$ cat config.mk
export PLATFORM = sky130hd
export DESIGN_NAME = seq_mult8_flat
export DESIGN_NICKNAME = d
export VERILOG_FILES = /design/src/rtl/seq_mult8_if.sv /design/src/rtl/seq_mult8.sv /design/src/flat_wrapper.sv
export SDC_FILE = /design/constraint.sdc
export NUM_CORES = 1
export LEC_CHECK = 0
export ABC_AREA = 1
export ABC_CLOCK_PERIOD_IN_PS = 7400
export BUFFER_PORTS_ARGS = -buffer_cell sky130_fd_sc_hd__buf_2
export CORE_MARGIN = 5
export CORE_UTILIZATION = 60
export DETAILED_ROUTE_END_ITERATION = 8
export GPL_ROUTABILITY_DRIVEN = 0
export HOLD_SLACK_MARGIN = 0.02
export PLACE_DENSITY_LB_ADDON = 0.3
export SETUP_SLACK_MARGIN = 0.1
export SYNTH_ARGS = -nofsm -noshare
export SYNTH_HDL_FRONTEND = slang
export SYNTH_SLANG_ARGS = --single-unit
$ cat constraint.sdc
create_clock -name clk -period 7.4 [get_ports clk]
set_input_delay 2.22 -clock clk [delete_from_list [all_inputs] [get_ports clk]]
set_output_delay 2.22 -clock clk [all_outputs]
set_load 0.005 [all_outputs]
$ cat src/rtl/seq_mult8_if.sv
// Requester-side handshake and operand/result bundle for the sequential 8x8 multiplier.
interface seq_mult8_if;
  logic        start;
  logic [7:0]  a;
  logic [7:0]  b;
  logic        busy;
  logic        done;
  logic [15:0] product;

  modport master (output start, output a, output b,
                  input  busy,  input  done, input product);
  modport slave  (input  start, input  a,    input  b,
                  output busy,  output done, output product);
endinterface

$ cat src/rtl/seq_mult8.sv
// Sequential 8x8 unsigned shift-and-add multiplier: one partial-product addition per clock
// through an 8-bit ripple-carry adder, with a start/busy/done handshake.

module rca8 (
  input  logic [7:0] a,
  input  logic [7:0] b,
  input  logic       cin,
  output logic [7:0] s,
  output logic       co
);
  logic [8:0] carry_s;

  // Ripple the carry bit by bit through eight full adders
  always_comb begin
    carry_s    = 9'h000;
    s          = 8'h00;
    carry_s[0] = cin;
    for (int i = 0; i < 8; i++) begin
      s[i]         = a[i] ^ b[i] ^ carry_s[i];
      carry_s[i+1] = (a[i] & b[i]) | (carry_s[i] & (a[i] ^ b[i]));
    end
    co = carry_s[8];
  end
endmodule

module seq_mult8 (
  input  logic        clk,
  input  logic        rst_n,
  seq_mult8_if.slave  bus
);
  typedef enum logic [1:0] {
    IDLE = 2'd0,
    RUN  = 2'd1,
    DONE = 2'd2
  } state_t;

  state_t      state_r;
  logic [7:0]  mcand_r;
  logic [7:0]  acc_r;
  logic [7:0]  mplr_r;
  logic [2:0]  cnt_r;
  logic [15:0] product_r;
  logic        busy_r;
  logic        done_r;

  logic [7:0]  addend_s;
  logic [7:0]  sum_s;
  logic        co_s;

  // Partial product: the multiplicand only when the current multiplier bit is set
  always_comb begin
    if (mplr_r[0]) begin
      addend_s = mcand_r;
    end else begin
      addend_s = 8'h00;
    end
  end

  rca8 u_adder (
    .a   (acc_r),
    .b   (addend_s),
    .cin (1'b0),
    .s   (sum_s),
    .co  (co_s)
  );

  // Control FSM and datapath; the carry-out lands in acc[7] after the shift, so nothing is lost
  always_ff @(posedge clk or negedge rst_n) begin
    if (!rst_n) begin
      state_r   <= IDLE;
      mcand_r   <= 8'h00;
      acc_r     <= 8'h00;
      mplr_r    <= 8'h00;
      cnt_r     <= 3'd0;
      product_r <= 16'h0000;
      busy_r    <= 1'b0;
      done_r    <= 1'b0;
    end else begin
      case (state_r)
        IDLE: begin
          if (bus.start) begin
            mcand_r <= bus.a;
            mplr_r  <= bus.b;
            acc_r   <= 8'h00;
            cnt_r   <= 3'd0;
            state_r <= RUN;
            busy_r  <= 1'b1;
            done_r  <= 1'b0;
          end else begin
            state_r <= IDLE;
            busy_r  <= 1'b0;
            done_r  <= 1'b0;
          end
        end
        RUN: begin
          {acc_r, mplr_r} <= {co_s, sum_s, mplr_r[7:1]};
          cnt_r           <= cnt_r + 3'd1;
          if (cnt_r == 3'd7) begin
            product_r <= {co_s, sum_s, mplr_r[7:1]};
            state_r   <= DONE;
            busy_r    <= 1'b0;
            done_r    <= 1'b1;
          end else begin
            state_r <= RUN;
            busy_r  <= 1'b1;
            done_r  <= 1'b0;
          end
        end
        DONE: begin
          state_r <= IDLE;
          busy_r  <= 1'b0;
          done_r  <= 1'b0;
        end
        default: begin
          state_r <= IDLE;
          busy_r  <= 1'b0;
          done_r  <= 1'b0;
        end
      endcase
    end
  end

  assign bus.busy    = busy_r;
  assign bus.done    = done_r;
  assign bus.product = product_r;
endmodule
$ cat src/flat_wrapper.sv
// flat-port wrapper written by rule: the top's interface ports become plain ports
module seq_mult8_flat 
  (clk, rst_n, bus_start, bus_a, bus_b, bus_busy, bus_done, bus_product);
  seq_mult8_if bus_i ();
  input  logic clk;
  input  logic rst_n;
  input wire logic [$bits(bus_i.start)-1:0] bus_start;
  input wire logic [$bits(bus_i.a)-1:0] bus_a;
  input wire logic [$bits(bus_i.b)-1:0] bus_b;
  output wire logic [$bits(bus_i.busy)-1:0] bus_busy;
  output wire logic [$bits(bus_i.done)-1:0] bus_done;
  output wire logic [$bits(bus_i.product)-1:0] bus_product;
  assign bus_i.start = bus_start;
  assign bus_i.a = bus_a;
  assign bus_i.b = bus_b;
  assign bus_busy = bus_i.busy;
  assign bus_done = bus_i.done;
  assign bus_product = bus_i.product;
  seq_mult8 u_core (.clk(clk), .rst_n(rst_n), .bus(bus_i));
endmodule
==> metrics.cfg, run 1 <==
[clock_network]
htreeDepth=2
path_clk_slew_ps=80
clk_path_buf_depth=2
clock_sinks=46
cts_root_buf=clkbuf_8
post_cts_resized=0
cts_tree=done
cts_made_buffers=5
hold_buffers=0
postCtsSetupBuffers=0
clkLatencyLatePin_ps=290

[route]
drc=0
drt_pass1_iterations=4
final_antenna_net_count=0
vias=1568
drt-initial-drc-count=141
avgRoutedWirePerCell_um=12.6
via_per_inst=5.04
wirelength_mm=3.91

[setup_path]
critPathLaunchType=flop
path_delay_family=adder cells
setup.worst_path.class=reg -> reg
crit_chain=nand2_1, inv_1, ha_1, inv_1, fa_1, fa_1, fa_1, fa_1, fa_1, fa_1, fa_1, o21ai_0
slowest_stage=fa_1
cp.required_ps=7570
crit_top_cell=fa_1
cp-end-kind=flop
crit_buf_inv=2
cp_max_fo=9
crit_path_max_incr_delay_ps=530
critPathArrivalTime_ps=4010

[yosys]
ys_seq_area_share_pct=50.2
ys_warn_count=0
ys_types=20
syn_avg_cell_area_um2=9.92
synth_nets=260
synth_cells=231
ys_ff_latch=46
synthesis.area_um2=2290

[power_and_ir_drop]
leakagePower_nw=1.30
vdd_drop_max_uv=179
pwr_density_cell_nw_per_um2=407

[finish]
diodes=0
drive_gt1_share_pct=26.6
fin_util_pct=67.4
nets=292
multi_input_area_um2=876
fillers=312
final-seq-area_um2=1150
syn_to_final_growth_pct=8.57

[timing]
max_slew_margin_pct=35.0
fin_crit_ps=3840
whs_ps=481
fmax_ghz=0.261
fin_worst_skew_ps=5.91
fin_crit_sh_pct=51.8
grt_setup_unrepaired=no
tns_ps=0
finalHoldViolations=0
setup_viol=0
drv_slew=0
tightest_slew_ps=975

[global_route]
grt_use_met3_pct=5.33
grt_pass1_vias=1561
grtUsageMet2_pct=26.1
met1_usage_pct=23.4
antenna_found_initial=0
grt_max_degree=47
grt.total_usage_pct=17.4
busiest_layer=met2
grt_pass1_wl_mm=7.04
grt_remaining_overflow=0

[job]
cap_violations=0

[die]
core_um2=3690
io_pins=37
die_w_um=71.8
die-area_um2=5150
num_rows=22
initial_core_util_pct=62.1
die_y_um=71.8

[placed_design]
io_buffers=36
dp_hpwl_mm=2.66

[outcome]
status=finished clean

[hold_path]
hp-class=reg -> reg

==> tightest hold or removal path, cell delays in order (launching register included) <==
cell,delay (ps)
dfrtp_1,340
nand2_1,60
o21ai_2,50
==> power breakdown <==
part | leakage, nW | internal [mW] | switching (mW)
clock | 0.0383 | 0.0650 | 0.0732
combinational | 0.687 | 0.176 | 0.257
sequential | 0.572 | 0.365 | 0.0759
==> registers in the layout, summed over array words and instances, names as in the netlist <==
| register | count |
|---|---|
| u_core.mcand_r | 8 |
| u_core.state_r | 1 |
| u_core.acc_r | 8 |
| u_core.cnt_r | 3 |
| u_core.bus.done | 1 |
| u_core.mplr_r | 8 |
| u_core.bus.busy | 1 |
| u_core.bus.product | 16 |
==> kinds of logic (layout without fill, tap and decap cells) <==
kind of cell,count (synthesis),count (layout),share of synthesized area [%]
buf+inv,48,80,11.5
flops,46,46,50.2
compound gates,34,34,10.0
simple gates,93,93,20.4
fa+ha+maj,10,10,7.76
==> placed cells by master (no fill, tap or decap), drive strengths merged <==
cell type / synthesis / final
nand2: 56 / 56
dfrtp: 46 / 46
inv: 37 / 37
buf: 10 / 36
nand3: 35 / 35
o21ai: 33 / 33
fa: 7 / 7
clkbuf: 1 / 7
ha: 3 / 3
nor2: 2 / 2
a21oi: 1 / 1
==> synth_stat cells, drive strengths merged <==
cell | instances | area share [%]
o21ai | 33 | 9.8
buf | 10 | 5.1
inv | 37 | 6.3
fa | 7 | 6.1
nand3 | 35 | 8.2
a21oi | 1 | 0.22
nor2 | 2 | 0.66
ha | 3 | 1.6
nand2 | 56 | 12
dfrtp | 46 | 50
clkbuf | 1 | 0.16
==> cell type report <==
type                    instances  area share [%]
flip-flops and latches         46            46.3
multi-input cells             137            35.2
repair buffers                 36            7.24
inverters                      37            5.78
clock buffers                   7            3.07
well taps                      48            2.41
==> per-stage QoR <==
stage / setup slack (ps) / instances / power, mW / area [µm²]
CTS: 3540 / 311 / 1.03 / 2490
global route: 3400 / 311 / 1.12 / 2490
finish: 3560 / 311 / 1.01 / 2490
detailed placement: 3540 / 304 / 0.886 / 2410
floorplan: 3600 / 231 / 0.793 / 2290
global placement: 3630 / 304 / 0.870 / 2410
==> metal layers <==
metal  up-vias  routed length (µm)
li1        792                   -
met4         0                  59
met5         -                   0
met2        35                1820
met3         6                 225
met1       735                1800
==> path summary, 6_finish.rpt <==
path / start / endpoint / slack (ps) / depth (start not counted)
max: u_core.mplr_r[0]$_DFFE_PN0P_ / u_core.acc_r[6]$_DFFE_PN0P_ / 3560 / 12
min: u_core.bus.product[10]$_DFFE_PN0P_ / u_core.bus.product[10]$_DFFE_PN0P_ / 480 / 2
max reg2reg: u_core.mplr_r[0]$_DFFE_PN0P_ / u_core.acc_r[6]$_DFFE_PN0P_ / 3560 / 12
min reg2reg: u_core.bus.product[10]$_DFFE_PN0P_ / u_core.bus.product[10]$_DFFE_PN0P_ / 480 / 2
max in group asynchronous: rst_n / u_core.bus.product[7]$_DFFE_PN0P_ / 4720 / 1
min in group asynchronous: rst_n / u_core.mcand_r[3]$_DFFE_PN0P_ / 2080 / 1
No activity file was read; power rests on OpenSTA's default activity.
==> inputs of run 2 (changes only) <==
- ABC_CLOCK_PERIOD_IN_PS: 7400 -> 3100
- CORE_UTILIZATION: 60 -> 50
- clock period: 7.4 -> 3.1 ns (I/O delays scaled with it)
==> run 2 against run 1 <==
Net effect: the flow now finishes with violations (negative setup slack); fmax rose by 13%; hold slack got worse by 4.3 ps; utilization fell by 9.4 points; first-iteration DRC count fell by 30%; non-clock buffer count rose by 7; critical path depth did not move; power rose by 150%; clock skew fell by 0.74 ps; sequential power rose by 130%; critical path type unchanged.
==> metrics.cfg, run 2 (synthesis results as in run 1) <==
[outcome]
status=complete, but fails checks
violations=negative setup slack

[power_and_ir_drop]
switchingPower_uw=995
p_comb_share_pct=46.4
power_frac_seq_pct=40.3
finalPower_mw=2.51
p_sw_share_pct=39.7
vdd_drop_max_uv=417
leakagePower_nw=1.33
clock_power_share_pct=13.3
pwr_density_cell_nw_per_um2=979
p_int_mw=1.51

[placed_design]
dp_hpwl_mm=2.92
io_buffers=36
dp_cells=314

[finish]
final_cells=322
syn_to_final_growth_pct=11.7
final_common_cell=nand2_1
multi_input_area_um2=891
largest_reg_flops=16
diodes=0
fillers=402
drive_gt1_share_pct=30.7
final-seq-area_um2=1150
mostFrequentLayoutCells=nand2_1 (47), dfrtp_1 (46), buf_2 (36), inv_1 (35), nand3_1 (34)
nets=299

[setup_path]
timing.rr.end=u_core.bus.product[14]$_DFFE_PN0P_
crit_path_max_incr_delay_ps=530
r2r_cells=12
path_delay_family=adder cells
crit_buf_inv=2
critPathArrivalTime_ps=3560
cp-end-kind=flop
crit_chain=nand2_1, inv_1, ha_1, inv_1, fa_2, fa_2, fa_2, fa_2, fa_2, fa_2, fa_1, o21ai_2
critPathLaunchType=flop
cp_max_fo=2
slowest_stage=fa_1
r2r-start=u_core.mplr_r[0]$_DFFE_PN0P_
ff2ff_setup_slack_ps=-290
setup.worst_path.class=reg -> reg
crit_top_cell=fa_2
cp.required_ps=3270

[clock_network]
hold_buffers=0
cts_made_buffers=5
path_clk_slew_ps=80
htreeDepth=2
cts_root_buf=clkbuf_8
clock_sinks=46
clk_path_buf_depth=2
cts_tree=done
clkLatencyLatePin_ps=290

[route]
via_per_inst=4.88
drt-initial-drc-count=98
wirelength_mm=4.12
vias=1572
drc=0
final_antenna_net_count=0
drt_pass1_iterations=4
avgRoutedWirePerCell_um=12.8

[timing]
max_slew_margin_pct=68.7
fin_crit_ps=3390
setup_viol=4
fin_crit_sh_pct=109
fmax_ghz=0.295
drv_slew=0
tns_ps=-992
tightest_slew_ps=470
grt_setup_unrepaired=yes
fin_worst_skew_ps=5.17
finalHoldViolations=0
setup_ws_ps=-289

[global_route]
met1_usage_pct=21.1
grtUsageMet2_pct=23.2
antenna_found_initial=0
grt.total_usage_pct=15.1
grt_use_met3_pct=3.59
busiest_layer=met2
grt_pass1_wl_mm=7.48
grt_pass1_vias=1590
grt_max_degree=37
grt_remaining_overflow=0

[die]
die_w_um=77.7
die-area_um2=6040
die_y_um=77.7
io_pins=37
core_um2=4410
initial_core_util_pct=51.9
num_rows=24

[hold_path]
hp-class=reg -> reg
hold_start=u_core.bus.product[0]$_DFFE_PN0P_
holdPathStages=2
hold_end=u_core.bus.product[0]$_DFFE_PN0P_

[job]
cap_violations=0

## run 2: cell types whose count changed in the layout (fill, tap and decap cells not counted), sizes merged
cell | previous run | this run
buf | 36 | 43
## run 2: worst max path at each step
stage | from | to | depth (start not counted)
floorplan | u_core.mplr_r[0]$_DFFE_PN0P_ | u_core.acc_r[6]$_DFFE_PN0P_ | 13
global placement | u_core.mcand_r[0]$_DFFE_PN0P_ | u_core.acc_r[6]$_DFFE_PN0P_ | 12
detailed placement | u_core.mcand_r[0]$_DFFE_PN0P_ | u_core.acc_r[6]$_DFFE_PN0P_ | 12
CTS | u_core.mplr_r[0]$_DFFE_PN0P_ | u_core.bus.product[14]$_DFFE_PN0P_ | 12
global route | u_core.mplr_r[0]$_DFFE_PN0P_ | u_core.acc_r[6]$_DFFE_PN0P_ | 12
finish | u_core.mplr_r[0]$_DFFE_PN0P_ | u_core.bus.product[14]$_DFFE_PN0P_ | 12
## run 2: metrics by stage
step,utilization [%],setup slack (ps),hold WS [ps],instance area (µm²)
3_3_place_gp,56.1,-325,461,2480
5_1_grt,58.0,-431,509,2560
6_report,58.0,-289,477,2560
2_1_floorplan,-,-401,450,2320
4_1_cts,58.0,-310,482,2560
3_5_place_dp,56.1,-376,463,2480
## run 2: repair_timing
item / in CTS / in global routing
resized for setup: 2 / 0
setup endpoints to repair: 6 / 6
pin swaps: 2 / 0
setup buffers: 1 / 0
## run 2: worst min-delay path: cells and delay by family (launching register included)
| kind | cells | cell delay, ps |
|---|---|---|
| flops | 1 | 340 |
| simple gates | 1 | 60 |
| compound gates | 1 | 50 |
## run 2: final cells by class
| type | instances | share of cell area (%) |
|---|---|---|
| sequential | 46 | 45.0 |
| inverter | 37 | 5.62 |
| timing repair buffer | 43 | 9.09 |
| multi-input combinational | 137 | 34.8 |
| tap | 52 | 2.54 |
| clock buffer | 7 | 2.98 |
## run 2: power by group through the flow
stage	registers [mW]	clock network, mW	logic, mW
2_1_floorplan	1.01	0	0.915
6_report	1.01	0.334	1.16
5_1_grt	1.05	0.375	1.33
3_3_place_gp	1.01	0	1.14
4_1_cts	1.01	0.351	1.19
3_5_place_dp	1.02	0	1.17
## run 2: metal layers
| layer | routed length, µm | vias to the layer above |
|---|---|---|
| li1 | - | 805 |
| met1 | 1920 | 724 |
| met2 | 1940 | 41 |
| met3 | 215 | 2 |
| met4 | 36 | 0 |
| met5 | 0 | - |
==> inputs of run 3 (changes only) <==
--- a/constraint.sdc
+++ b/constraint.sdc
@@ -3,2 +3,2 @@
 set_output_delay 0.93 -clock clk [all_outputs]
-set_load 0.005 [all_outputs]
+set_load 0.1 [all_outputs]
==> run 3 against run 2 <==
Net effect: the run still ends with negative setup slack left; die area is the same; hold slack improved by 2.9 ps; final area increased by 1.3%; non-clock buffer count unchanged; fmax decreased by 2.1%; register-to-register slack lost 70 ps; worst setup slack lost 74 ps; via count up 1.6%; cell count rose by 0.31%; highest routed layer unchanged.
==> metrics.cfg, run 3 (synthesis results as in run 1) <==
[timing]
whs_ps=480
fmax_ghz=0.289
drv_slew=0
tightest_slew_ps=489
setup_ws_ps=-363
max_slew_margin_pct=67.6
tns_ps=-1400
finalHoldViolations=0
fin_crit_sh_pct=112
fin_crit_ps=3460
setup_viol=6
fin_worst_skew_ps=9.42
grt_setup_unrepaired=yes

[finish]
largest_reg_flops=16
mostFrequentLayoutCells=nand2_1 (47), dfrtp_1 (46), buf_2 (36), inv_1 (35), nand3_1 (34)
final_common_cell=nand2_1
drive_gt1_share_pct=31.7
nets=299
fin_util_pct=58.8
diodes=0
syn_to_final_growth_pct=13.2

[die]
num_rows=24
core_um2=4410
initial_core_util_pct=51.9
die_w_um=77.7
io_pins=37
die_y_um=77.7
die-area_um2=6040

[setup_path]
critPathLaunchType=flop
setup.worst_path.class=reg -> reg
cp.required_ps=3290
critPathArrivalTime_ps=3650
cp-end-kind=flop
cp_max_fo=2

[placed_design]
io_buffers=36
dp_hpwl_mm=2.88

[route]
via_per_inst=4.94
wirelength_mm=4.36
final_antenna_net_count=0
drt_pass1_iterations=4
drt-initial-drc-count=129
drc=0
avgRoutedWirePerCell_um=13.5
vias=1597

[global_route]
grt.total_usage_pct=15.2
grt_pass1_wl_mm=7.31
antenna_found_initial=0
grt_max_degree=37
grt_pass1_vias=1582
grt_remaining_overflow=0

[clock_network]
cts_tree=done
path_clk_slew_ps=90
htreeDepth=2
clk_path_buf_depth=2
clock_sinks=46
clkLatencyLatePin_ps=300
cts_made_buffers=5
cts_root_buf=clkbuf_8

[hold_path]
hp-class=reg -> reg

[job]
cap_violations=0

[outcome]
violations=negative setup slack
status=complete, but fails checks

-- run 3: final cells by class --
class	instances	area (µm²)
inverters	37	144
flip-flops and latches	46	1150
clock buffers	8	110
multi-input cells	137	891
well taps	52	65.1
fillers	389	1820
repair buffers	43	233
-- run 3: final timing paths --
kind | to | slack [ps] | cells after the start | startpoint
max in group asynchronous | u_core.bus.product[3]$_DFFE_PN0P_ | 1830 | 2 | rst_n
hold reg to reg | u_core.bus.product[0]$_DFFE_PN0P_ | 480 | 2 | u_core.bus.product[0]$_DFFE_PN0P_
hold / removal | u_core.bus.product[0]$_DFFE_PN0P_ | 480 | 2 | u_core.bus.product[0]$_DFFE_PN0P_
setup / recovery | u_core.acc_r[6]$_DFFE_PN0P_ | -360 | 12 | u_core.mplr_r[0]$_DFFE_PN0P_
min in group asynchronous | u_core.mcand_r[6]$_DFFE_PN0P_ | 560 | 1 | rst_n
setup reg to reg | u_core.acc_r[6]$_DFFE_PN0P_ | -360 | 12 | u_core.mplr_r[0]$_DFFE_PN0P_
-- run 3: metal layers --
| metal | part of all wire (%) | global-route usage, % |
|---|---|---|
| met3 | 4.6 | 3.70 |
| met4 | 2.9 | 8.25 |
| met1 | 48 | 20.7 |
| met2 | 44 | 22.2 |
| met5 | 0 | 0 |
-- run 3: critical path, stage by stage, from the launching register on --
cell and delay [ps]:
dfrtp_1 360, nand2_1 50, inv_1 50, ha_1 130
inv_1 50, fa_2 340, fa_2 370, fa_2 350
fa_2 370, fa_2 360, fa_2 350, fa_1 520
o21ai_1 70
-- run 3: stage by stage --
stage	std cells	cell area, µm²	worst slack [ps]
after floorplan	231	2320	-401
after CTS	323	2590	-356
after global routing	323	2590	-484
after global placement	314	2480	-323
after detailed placement	314	2480	-406
final	323	2590	-363
-- run 3: timing repair --
action	4_1_cts	5_1_grt
setup buffers	1	0
hold buffers	0	0
pin swaps	1	0
resized for setup	1	0
endpoints found under the setup margin	6	6
Power of run 3 is not shown: default switching activity piles up to over one toggle a cycle in this logic, so the estimate is an artifact.
